--- config.mk ---
export PLATFORM = sky130hd
export DESIGN_NAME = pc_unit
export DESIGN_NICKNAME = d
export VERILOG_FILES = /design/src/rtl/pc_unit.sv
export SDC_FILE = /design/constraint.sdc
export NUM_CORES = 1
export LEC_CHECK = 0
export BUFFER_PORTS_ARGS = -buffer_cell sky130_fd_sc_hd__buf_2
export CORE_ASPECT_RATIO = 2
export CORE_MARGIN = 3
export CORE_UTILIZATION = 55
export DETAILED_ROUTE_END_ITERATION = 10
export PLACE_DENSITY_LB_ADDON = 0.25
export SETUP_SLACK_MARGIN = 0.3
export SYNTH_ARGS = -nofsm -noshare
export SYNTH_HDL_FRONTEND = slang
export SYNTH_SLANG_ARGS = --single-unit
--- constraint.sdc ---
create_clock -name clk -period 2.5 [get_ports clk]
set_input_delay 0.25 -clock clk [delete_from_list [all_inputs] [get_ports clk]]
set_output_delay 0.25 -clock clk [all_outputs]
set_load 0.02 [all_outputs]
--- src/rtl/pc_unit.sv ---
// Fetch-stage program counter with exception/redirect/stall priority and a
// small circular return-address stack for call/return prediction.
module pc_unit #(
    parameter int unsigned   N         = 32,
    parameter logic [N-1:0]  RESET_VEC = '0,
    parameter logic [31:0]   EXC_VEC   = 32'h0000_0180,
    parameter int unsigned   STEP      = 4,
    parameter int unsigned   RAS_DEPTH = 4,
    parameter int unsigned   RAS_AW    = 2
) (
    input  logic              clk,
    input  logic              rst,
    input  logic              stall,
    input  logic              exc,
    input  logic              redirect_en,
    input  logic [N-1:0]      redirect_target,
    input  logic              jump_en,
    input  logic [N-1:0]      jump_target,
    input  logic              call,
    input  logic              ret,
    output logic [N-1:0]      pc,
    output logic [N-1:0]      pc_plus,
    output logic [RAS_AW:0]   ras_count,
    output logic              ras_miss
);

    localparam logic [N-1:0]    EXC_PC  = N'(EXC_VEC);
    localparam logic [N-1:0]    STEP_N  = N'(STEP);
    localparam logic [RAS_AW:0] DEPTH_C = (RAS_AW + 1)'(RAS_DEPTH);
    localparam logic [RAS_AW:0] CNT_ONE = (RAS_AW + 1)'(1);
    localparam logic [RAS_AW-1:0] PTR_ONE = RAS_AW'(1);

    logic [N-1:0]      pc_q,        pc_d;
    logic [RAS_AW-1:0] ras_ptr_q,   ras_ptr_d;
    logic [RAS_AW:0]   ras_count_q, ras_count_d;
    logic              ras_miss_q,  ras_miss_d;

    logic              push_en;
    logic [RAS_AW-1:0] push_idx;
    logic [N-1:0]      ras_top;
    logic              ras_empty;
    logic              take_call;

    // Entry storage carries no reset: validity is tracked by ras_count alone.
    logic [N-1:0]      ras_mem_q [RAS_DEPTH];

    assign pc_plus   = pc_q + STEP_N;
    assign push_idx  = ras_ptr_q + PTR_ONE;
    assign ras_top   = ras_mem_q[ras_ptr_q];
    assign ras_empty = (ras_count_q == '0);
    assign take_call = jump_en & call;

    always_comb begin
        pc_d        = pc_q;
        ras_ptr_d   = ras_ptr_q;
        ras_count_d = ras_count_q;
        ras_miss_d  = 1'b0;
        push_en     = 1'b0;

        if (rst) begin
            pc_d        = RESET_VEC;
            ras_ptr_d   = '0;
            ras_count_d = '0;
        end else if (exc) begin
            pc_d        = EXC_PC;
            ras_ptr_d   = '0;
            ras_count_d = '0;
        end else if (redirect_en) begin
            pc_d = redirect_target;
        end else if (stall) begin
            pc_d = pc_q;
        end else if (take_call) begin
            // A call beats a simultaneous ret; when full the oldest entry is overwritten.
            pc_d      = jump_target;
            push_en   = 1'b1;
            ras_ptr_d = push_idx;
            if (ras_count_q != DEPTH_C) begin
                ras_count_d = ras_count_q + CNT_ONE;
            end
        end else if (ret) begin
            if (ras_empty) begin
                pc_d       = jump_target;
                ras_miss_d = 1'b1;
            end else begin
                pc_d        = ras_top;
                ras_ptr_d   = ras_ptr_q - PTR_ONE;
                ras_count_d = ras_count_q - CNT_ONE;
            end
        end else if (jump_en) begin
            pc_d = jump_target;
        end else begin
            pc_d = pc_plus;
        end
    end

    always_ff @(posedge clk) begin
        if (rst) begin
            pc_q        <= RESET_VEC;
            ras_ptr_q   <= '0;
            ras_count_q <= '0;
            ras_miss_q  <= 1'b0;
        end else begin
            pc_q        <= pc_d;
            ras_ptr_q   <= ras_ptr_d;
            ras_count_q <= ras_count_d;
            ras_miss_q  <= ras_miss_d;
        end
    end

    always_ff @(posedge clk) begin
        if (push_en) begin
            ras_mem_q[push_idx] <= pc_plus;
        end
    end

    assign pc        = pc_q;
    assign ras_count = ras_count_q;
    assign ras_miss  = ras_miss_q;

endmodule

After elaboration in Yosys (flattened, before gate mapping)
Memories as Yosys holds them, arrays and structs flattened. A register that Yosys moved wholly into a read port is not among the register bits.
Index checks and enable logic that the tools add are counted.
{"block": "classes", "addsub": 5, "n_eq_ne": 5, "mux": 24, "bitwise": 4, "n_reduce_logical": 6}
{"cell": "2-to-1 mux 32 bit", "n": 6}
{"cell": "adder 32 x 3 -> 32 bit (second input constant)", "n": 1}
{"cell": "2-to-1 mux 3 bit", "n": 4}
{"cell": "2-to-1 mux 2 bit", "n": 5}
{"cell": "2-to-1 mux 9 bit", "n": 1}
{"cell": "2-to-1 mux 1 bit", "n": 8}
{"cell": "!= test 2 x 1 -> 1 bit (second input constant)", "n": 3}
{"cell": "OR reduction 6 bit", "n": 1}
{"cell": "AND reduction 5 bit", "n": 1}
{"cell": "AND reduction 4 bit", "n": 1}
{"cell": "adder 3 x 1 -> 3 bit (second input constant)", "n": 1}
{"cell": "zero test 3 bit", "n": 1}
{"cell": "!= test 3 x 1 -> 1 bit (second input constant)", "n": 1}
{"cell": "!= test 3 bit (second input constant)", "n": 1}
{"cell": "inverter 1 bit", "n": 3}
{"cell": "subtractor 3 x 1 -> 3 bit (second input constant)", "n": 1}
{"cell": "adder 2 x 1 -> 2 bit (second input constant)", "n": 1}
{"cell": "nonzero test 2 bit", "n": 1}
{"cell": "OR reduction 2 bit", "n": 1}
{"cell": "subtractor 2 x 1 -> 2 bit (second input constant)", "n": 1}
{"cell": "bitwise AND 1 bit", "n": 1}
{"block": "word_totals", "register_bits": 38, "ramBits": 128, "inputBits": 72, "out_inout_bits": 68, "wordCells": 50, "memories": 1}
{"name": "ras_mem_q", "words": 4, "width": 32, "rd": 1, "rd_ports_with_merged_regs": 1, "write_ports": 1, "line_no": "45", "text": "logic [N-1:0] ras_mem_q [RAS_DEPTH];"}

Longest topological paths before layout
{"block": "depth", "word_depth": 8, "ltp_mapped": 9, "ltp_nobuf": 7}

Worst setup path after synthesis
OpenSTA, ideal clock, no wires.
{"block": "synth_timing", "path_kind": "register to register", "start": "register pc_q[4] (netlist: pc[4])", "end": "memory ras_mem_q[0][25], data pin", "setup_time_ns": 0.289, "arrival_ns": 2.449, "t_required_ns": 2.211, "setup_slack_ns": -0.238, "path_stages_with_launch": 6, "n_path_buf": 1, "synth_period_minus_slack_ns": 2.738, "path_cell_list": "dfxtp_1 -> buf_4 -> nand4_4 -> or4_4 -> or4_2 -> xnor2_1"}
{"block": "synth_via", "elab_chain_len": 1}
{"item": "start, declared", "line_no": "33", "text": "logic [N-1:0] pc_q, pc_d;"}
{"item": "start signal, assigned", "line_no": "103", "text": "pc_q <= pc_d;"}
{"item": "adder 32 x 3 -> 32 bit", "line_no": "47", "text": "assign pc_plus = pc_q + STEP_N;"}
{"item": "net pc_plus[25]", "line_no": "22", "text": "output logic [N-1:0] pc_plus,"}
{"item": "end, declared", "line_no": "45"}
The timed path passes the listed nets, and every way through them passes these cells.

Worst setup path in the final report
{"block": "layout_timing", "start": "register pc_q[9] (netlist: pc[9])", "end": "output pc_plus[20]"}
{"block": "layout_via", "elab_chain_len": 1}
{"item": "adder 32 x 3 -> 32 bit", "line_no": "47"}
{"item": "end, declared", "line_no": "22"}
No other way between the ends.

==> flow_summary.yaml <==
worst_setup_path:
  startpoint_type: "register"
  worst-setup-path-type: "reg2out"
  endpoint_kind: "output port"
  r2r-start: "pc[9]"
  reg2reg_slack_ns: 0.23
  crit_path_start: "pc[9]"
  arrival_ns: 2.48
  cp.required_ns: 2.25
  cp_max_fo: 4
timing:
  hold_viol: 0
  period_share: 1.092
  finalCriticalPeriod_ns: 2.730
  drv_slew: 0
  setup_ws_ns: -0.2296
  skew_ns: 0.008707
  rsz0062_at_grt: "yes"
  clock.fmax_mhz: 366.4
  setup_viol: 14
  slew_headroom: 0.5418
  timing.hold.ws_ns: 0.02402
  max_slew.worst_pin.slew_ns: 0.6831
  finalSetupTns_ns: -1.324
power:
  switchingPower_mw: 1.657
  p_clk_frac: 0.415
  power_per_cell_area_mw_per_mm2: 602.7
  p_leak_nw: 4.138
  pwr-share-comb: 0.105
  swShare: 0.2588
  power_frac_seq: 0.479
  ir_drop_v: 0.0006847
  p_int_mw: 4.746
floorplan:
  core_area_sq_mm: 0.01366
  start_util: 0.5691
  die_h_um: 174.2
  fp.dieW_um: 90.08
  rows: 60
  dieArea_sq_mm: 0.01569
  ios: 140
worst_hold_path:
  min_from: "rst"
  holdCritPathClass: "in2reg"
grt:
  grt_max_degree: 26
  overflow: 0
  grt_pass1_vias: 6958
  grt_pass1_wl_um: 38520
  grt_usage: 0.3260
  antenna_found_initial: 1
clock_tree:
  cts_max_level: 4
  worstSkewPairLatency_ns: 0.43
  clockRootBuffer: "clkbuf_16"
  cts_buffers: 17
  clock_sinks: 168
  cts_tree: "yes"
  clk_pin_slew_worst_paths_ns: 0.07
  clockBufferDepth: 2
place:
  routabilityCongestion: 0.9660
  port_buffers: 139
  dpl.hpwl_um: 16780
status:
  status: "finished with violations"
  violations: "negative setup slack"
drt:
  vias: 6653
  drt_iter0_drc: 629
  drc: 0
  wl_um: 25900
  firstDrtPassIters: 7
  wl_per_cell_um: 25.74
  ant_nets: 0
  via_per_inst: 6.613
logic_synthesis:
  netlist_area_sq_mm: 0.007776
  synth_top_area_cell: "edfxtp_1"
  synth-warning-count: 0
  synth_cell_types: 65
  syn_area_per_cell_sq_um: 13.45
  yosysSeqAreaShare: 0.5973
  syn_inst: 578
  syn_nets: 656
  synth_seq_cells: 168
  synth_edf_count: 128
  synthArstFlopShare: 0
  synthFlopType: "edfxtp_1"
  synth.area.top_cells: "edfxtp_1, dfxtp_1, mux4_2, xnor2_1, nand2_1"
  synth_top_area_share: 0.4943
layout:
  nNetsFinal: 884
  area_delta_synth_final_pct: 36.61
  drive_gt1_frac: 0.4847
run:
  maxCapViolations: 0
## per-layer routing
layer | up-vias | track usage | part of all wire
li1 | 2756 | - | -
met1 | 3300 | 0.3553 | 0.32
met2 | 483 | 0.5723 | 0.53
met3 | 114 | 0.06150 | 0.079
met4 | 0 | 0.2142 | 0.066
met5 | - | 0 | 0
## repair_timing
action,CTS,global route
hold buffers,0,0
endpoints found under the hold margin,0,0
gates cloned,0,0
setup endpoints to repair,26,40
buffers inserted,40,24
pin swaps,28,25
resized for setup,74,36
## flip-flops by register name, indices dropped and copies added (netlist names), named ones only
name       count
ras_count      3
ras_ptr_q      2
pc            30
ras_miss       1
ras_mem_q    128
## area by class of cell
cell class | count | area (sq um)
Clock inverter | 14 | 153.9
Fill cell | 833 | 3040
Clock buffer | 18 | 439.2
Tap cell | 186 | 232.7
Sequential cell | 168 | 4693
Antenna cell | 1 | 2.502
Multi-Input combinational cell | 356 | 3333
Timing Repair Buffer | 247 | 1708
Inverter | 16 | 60.06
## power groups by stage
stage	Clock (mW)	Combinational, mW	Sequential (mW)
floorplan	0	0.284	3.17
global placement	0	0.555	3.13
detailed placement	0	0.564	3.13
CTS	2.67	0.636	3.07
global route	2.80	0.709	3.07
finish	2.66	0.675	3.07
## cell families after synthesis
logic type,count (synthesis),synth area share
flops,168,0.5973
simple gates,153,0.1043
compound gates,133,0.1268
fa+ha+maj,6,0.01062
buf+inv,54,0.03186
mux,35,0.09654
xor+xnor,29,0.03266
## placed cells by master, fill, tap and decap left out, types with 4 or more instances in the layout
cell and count:
edfxtp_1 128, buf_2 116, buf_4 102, nand2_1 36, mux4_2 32, dfxtp_1 25, buf_6 25, a21oi_1 24
nor2_1 23, o221ai_1 17, clkbuf_16 17, inv_1 15, nand3_1 13, a22oi_1 12, dfxtp_4 12, xnor2_2 11
nor3_1 10, o21ai_0 10, a221o_1 9, nand4_1 8, a221oi_1 8, xnor2_4 7, xnor2_1 6, o22ai_1 6
and3_1 5, a31oi_1 5, inv_6 5, or4_4 4, or2_4 4, nor3_4 4, xor2_2 4, o21a_1 4
and3_2 4, ha_1 4, buf_12 4
## cell usage after synthesis (4+ instances only)
cell type and instances:
and3_1 10, nand3_1 15, dfxtp_1 40, mux4_2 32, nand4_1 8, a31oi_1 5
or2_2 7, a221o_1 9, xor2_1 5, clkbuf_1 27, nor3_1 16, nor4_1 7
o21a_1 4, o22ai_1 6, nor2_1 25, ha_1 5, a221oi_1 8, nand2_1 40
inv_1 15, a21oi_1 24, xnor2_1 24, o21ai_0 11, edfxtp_1 128, a22oi_1 12
o221ai_1 17
## critical path: stages, from the launching register on
cell and delay (ns):
dfxtp_4 0.35, nand4_1 0.15, buf_4 0.20, or4_4 0.61, nor3_4 0.26, xor2_2 0.30
buf_6 0.17
## worst paths after layout
path                       to  cells past startpoint
max               pc_plus[20]                      6
min                     pc[7]                      2
max reg2reg  ras_mem_q[0][20]                      7
min reg2reg             pc[2]                      2
## per-stage QoR
step	total power [mW]	utilization	cell area (sq um)	cells	setup WS [ns]
after floorplan	3.451	-	7919	578	0.2961
final	6.403	0.7775	10620	1006	-0.2296
after global placement	3.685	0.6620	9045	909	0.1968
after detailed placement	3.698	0.6620	9045	909	0.1489
after global routing	6.577	0.7775	10620	1006	-0.2338
after CTS	6.376	0.7529	10290	981	-0.1637
Note: power is estimated with default switching activity, not from simulation.
